**config.mk**
```make
export PLATFORM = sky130hd
export DESIGN_NAME = counter_cmd_sched
export DESIGN_NICKNAME = d
export VERILOG_FILES = /design/src/rtl/counter_cmd_sched.sv
export SDC_FILE = /design/constraint.sdc
export NUM_CORES = 1
export LEC_CHECK = 0
export CAP_MARGIN = 20
export CORE_UTILIZATION = 52
export DETAILED_ROUTE_END_ITERATION = 10
export GPL_TIMING_DRIVEN = 0
export PLACE_DENSITY = 0.9
export SLEW_MARGIN = 5
export SYNTH_ARGS = -nofsm -noshare
export SYNTH_HDL_FRONTEND = slang
export SYNTH_SLANG_ARGS = --single-unit
```
**constraint.sdc**
```tcl
create_clock -name clk -period 8.9 [get_ports clk]
set_input_delay 2.67 -clock clk [delete_from_list [all_inputs] [get_ports clk]]
set_output_delay 2.67 -clock clk [all_outputs]
set_load 0.1 [all_outputs]
```
**src/rtl/counter_cmd_sched.sv**
```systemverilog
// counter_cmd_sched: two-requester round-robin command scheduler driving a loadable up-counter
module counter_cmd_sched #(
  parameter int DW = 8
) (
  input  logic          clk,
  input  logic          rst_n,
  input  logic          req0_valid,
  output logic          req0_ready,
  input  logic [1:0]    req0_op,
  input  logic [DW-1:0] req0_arg,
  input  logic          req1_valid,
  output logic          req1_ready,
  input  logic [1:0]    req1_op,
  input  logic [DW-1:0] req1_arg,
  input  logic          abort,
  input  logic [DW-1:0] ctr_value,
  output logic          ctr_load,
  output logic          ctr_count_up,
  output logic [DW-1:0] ctr_data,
  output logic          busy,
  output logic          cmd_done,
  output logic          done_src
);
  localparam logic [1:0] OP_LOAD = 2'b01;
  localparam logic [1:0] OP_STEP = 2'b10;
  localparam logic [1:0] OP_RUN  = 2'b11;
  typedef enum logic {IDLE, EXEC} state_t;
  state_t        state;
  logic [DW-1:0] remaining;
  logic          last_grant;
  logic          cur_src;
  logic          sel;
  logic          accept;
  logic [1:0]    sel_op;
  logic [DW-1:0] sel_arg;
  logic [DW-1:0] n;
  assign req0_ready = (state == IDLE) && req0_valid && (!req1_valid || last_grant);
  assign req1_ready = (state == IDLE) && req1_valid && (!req0_valid || !last_grant);
  // pick the granted request and work out how many increments it needs
  always_comb begin
    sel     = req1_ready;
    accept  = req0_ready || req1_ready;
    sel_op  = sel ? req1_op : req0_op;
    sel_arg = sel ? req1_arg : req0_arg;
    n       = (sel_op == OP_RUN) ? sel_arg - ctr_value : (sel_op == OP_STEP) ? sel_arg : '0;
  end
  // command FSM: turns the accepted command into registered strobes and a done pulse
  always_ff @(posedge clk or negedge rst_n) begin
    if (!rst_n) begin
      state        <= IDLE;
      remaining    <= '0;
      last_grant   <= 1'b1;
      cur_src      <= 1'b0;
      ctr_load     <= 1'b0;
      ctr_count_up <= 1'b0;
      ctr_data     <= '0;
      busy         <= 1'b0;
      cmd_done     <= 1'b0;
      done_src     <= 1'b0;
    end else begin
      ctr_load     <= 1'b0;
      ctr_count_up <= 1'b0;
      cmd_done     <= 1'b0;
      if (state == IDLE) begin
        if (accept) begin
          last_grant <= sel;
          cur_src    <= sel;
          if (sel_op == OP_LOAD) begin
            ctr_load <= 1'b1;
            ctr_data <= sel_arg;
            busy     <= 1'b1;
            state    <= EXEC;
          end else if (n != '0) begin
            ctr_count_up <= 1'b1;
            remaining    <= n - 1'b1;
            busy         <= 1'b1;
            state        <= EXEC;
          end else begin
            cmd_done <= 1'b1;
            done_src <= sel;
          end
        end
      end else if (abort) begin
        state     <= IDLE;
        busy      <= 1'b0;
        remaining <= '0;
      end else if (remaining != '0) begin
        ctr_count_up <= 1'b1;
        remaining    <= remaining - 1'b1;
      end else begin
        state    <= IDLE;
        busy     <= 1'b0;
        cmd_done <= 1'b1;
        done_src <= cur_src;
      end
    end
  end
endmodule

```
==> impl_metrics.env <==
export IMPL_clkSlewWorstSetupHoldPaths_ps=80
export IMPL_first_global_vias=1939
export IMPL_cts_sinks=24
export IMPL_power_mw=1.009
export IMPL_drt_initial_drc_count=122
export IMPL_slew_viol_final=0
export IMPL_ys_warn_count=0
export IMPL_final_setup_tns_ps=0
export IMPL_postCtsHoldBufs=0
export IMPL_layout_common_cells="clkdlybuf4s50_1, nor2_1, dfrtp_1"
export IMPL_fmax_ghz=0.1298
export IMPL_syn2layout_area_growth_pct=29.93
export IMPL_io_buffer_count=47
export IMPL_root_buffer="clkbuf_8"
export IMPL_grt_antenna_before_repair=0
export IMPL_tightest_slew_ps=970.8
export IMPL_initial_core_util_pct=55.12
export IMPL_cts_buffer_depth=2
export IMPL_ir_worst_vdd_v=0.0001892
export IMPL_syn_num_nets=279
export IMPL_post_cts_buffers=0
export IMPL_cts_max_level=1
export IMPL_cts_buffers=3
export IMPL_critPathMaxStageDelay_ps=1170
export IMPL_startpoint_type="input pin"
export IMPL_crit_path_end_kind="primary output"
export IMPL_post_route_min_period_ps=7705
export IMPL_die_w_um=64.76
export IMPL_synth_edf_count=0
export IMPL_worst_r2r_path_depth=16
export IMPL_reg2reg_to="remaining[0]"
export IMPL_p_leak_nw=1.166
export IMPL_critical_path_class="in2out"
export IMPL_rr_startpoint="state"
export IMPL_syn_inst=234
export IMPL_place_hpwl_um=4009
export IMPL_status="completed"
export IMPL_hp_class="reg2reg"
export IMPL_gp_congestion=0.9624
export IMPL_yosys_most_used_dff="dfrtp_1"
export IMPL_fin_skew_ps=1.105
export IMPL_hold_path_startpoint="last_grant"
export IMPL_final_layout_size_suffix_gt1_share_pct=10.14
export IMPL_ys_ff_latch=24
export IMPL_crit_path_end="req1_ready"
export IMPL_hold_viol=0
export IMPL_synthArstFlopShare_pct=100.0
export IMPL_num_vias=2007
export IMPL_cp_slowest_cell="clkdlybuf4s50_1"
export IMPL_clkLatencyLatePin_ps=270
export IMPL_antenna_diode_count=0
export IMPL_fp_dieH_um=64.76
export IMPL_ys_types=61
export IMPL_cts_resized=0
export IMPL_critical_path_arrival_ps=5040
export IMPL_fin_nets=332
export IMPL_relSlewSlack_pct=35.07
export IMPL_io_pins=48
export IMPL_cp_max_fo=8
export IMPL_routed_wl_um=5207
export IMPL_die_area_sq_um=4194
export IMPL_final_common_cell="clkdlybuf4s50_1"
export IMPL_grt_setup_unrepaired="false"
export IMPL_synth_area_per_cell_sq_um=8.753
export IMPL_grt_start_max_net_pins=25
export IMPL_setup_viol=0
export IMPL_p_per_area_nw_per_um2=379.3
export IMPL_avgRoutedWirePerCell_um=15.59
export IMPL_antenna_left=0
export IMPL_core_area_sq_um=3716
export IMPL_seq_area_frac_synth_pct=29.38
export IMPL_cp_required_ps=6230
export IMPL_startpoint="req1_valid"
export IMPL_drc=0
export IMPL_r2r_setup_slack_ps=4440
export IMPL_drt_first_pass_iters=4
export IMPL_synth_area_sq_um=2048
export IMPL_grt_pass1_wl_um=8956
export IMPL_rows=22
export IMPL_min_period_over_period_pct=86.58
export IMPL_grtUsageTotal_pct=27.44
export IMPL_gr_total_overflow=0
export IMPL_drv_cap=0
export IMPL_tritoncts="done"
export IMPL_worstPathCellList="clkdlybuf4s50_1 -> nor2b_1 -> buf_4 -> nand2_2 -> inv_2 -> clkdlybuf4s50_1"
export IMPL_crit_path_frequent_cell="clkdlybuf4s50_1"
export IMPL_via_per_inst=6.009
==> where the power goes <==
part,internal [mW],switching [mW],leakage (nW)
clock network,0.0601,0.0353,0.0357
logic,0.239,0.478,0.842
registers,0.162,0.0364,0.288
total,0.460,0.549,1.17
==> per-stage QoR <==
step / area (sq um) / util (%) / worst slack [ps] / cells / hold WS [ps]
2_1_floorplan: 2048 / - / 2645 / 234 / 447.3
3_3_place_gp: 2579 / 69.39 / 1215 / 329 / 460.0
3_5_place_dp: 2579 / 69.39 / 1198 / 329 / 463.8
4_1_cts: 2650 / 71.31 / 1193 / 333 / 482.8
5_1_grt: 2661 / 71.62 / 1105 / 334 / 525.9
6_report: 2661 / 71.62 / 1195 / 334 / 483.9
==> worst max-delay path: cells and delay by family <==
| family | cells | cell delay (ps) |
|---|---|---|
| simple gates | 2 | 280 |
| buf+inv | 4 | 2070 |
==> routing by layer <==
metal | part of all wire, % | vias to the layer above | global-route usage (%)
met1 | 44 | 937 | 37.21
met5 | 0 | - | 0
met2 | 46 | 103 | 45.57
met3 | 7.9 | 14 | 3.169
met4 | 2.0 | 0 | 8.056
li1 | - | 953 | -
==> cell usage after synthesis, drive strengths merged, types with 2 or more instances <==
cell type  number  share of area (%)
nand2          17                3.2
mux2            3                2.0
dfrtp          23                 28
and2            3               0.92
nor2           27                4.9
or3             2               0.61
ha             11                6.7
a211oi          6                2.7
o22a            3                1.3
buf             3                1.2
nor3            7                1.7
nand2b          5                1.9
a21oi          15                3.8
o2bb2ai         5                2.1
xor2            4                1.7
mux2i          13                6.4
o21bai          2               0.73
or2             5                1.5
xnor2           4                1.7
nor4            2                1.3
o221ai          4                1.7
clkbuf          4               0.73
o21ai          11                3.2
and3            5                1.8
a311oi          2                1.2
inv            22                4.0
o22ai           5                1.5
==> how the worst min path moves through the flow <==
stage	to	slack, ps	cells after the start
after detailed placement	cur_src	460	2
after CTS	last_grant	480	2
final	last_grant	480	2
after floorplan	cur_src	450	2
after global placement	last_grant	460	2
after global routing	last_grant	530	2
==> final cells by class <==
cell class,instances,area [sq um]
buffer,7,38.79
clock buffer,3,41.29
clock inverter,1,30.03
fill,288,1055
inverter,22,82.58
multi-input combinational,181,1325
sequential,24,601.8
tap,48,60.06
timing repair buffer,48,481.7
==> sequential cells by signal (all words and copies together) (netlist names) <==
name,cells
last_grant,1
state,1
done_src,1
ctr_count_up,1
cur_src,1
busy,1
cmd_done,1
remaining,8
ctr_data,8
ctr_load,1
==> logic make-up after synthesis <==
| logic type | after synthesis | share of synthesized area, % |
|---|---|---|
| AND/OR/NAND/NOR | 79 | 20.16 |
| flip-flops | 24 | 29.38 |
| AO/OA/AOI/OAI | 66 | 25.05 |
| XOR/XNOR | 8 | 3.421 |
| multiplexers | 16 | 8.369 |
| buffers and inverters | 29 | 5.925 |
| adder cells (fa/ha/maj) | 12 | 7.697 |
No activity file was read; power rests on OpenSTA's default activity.
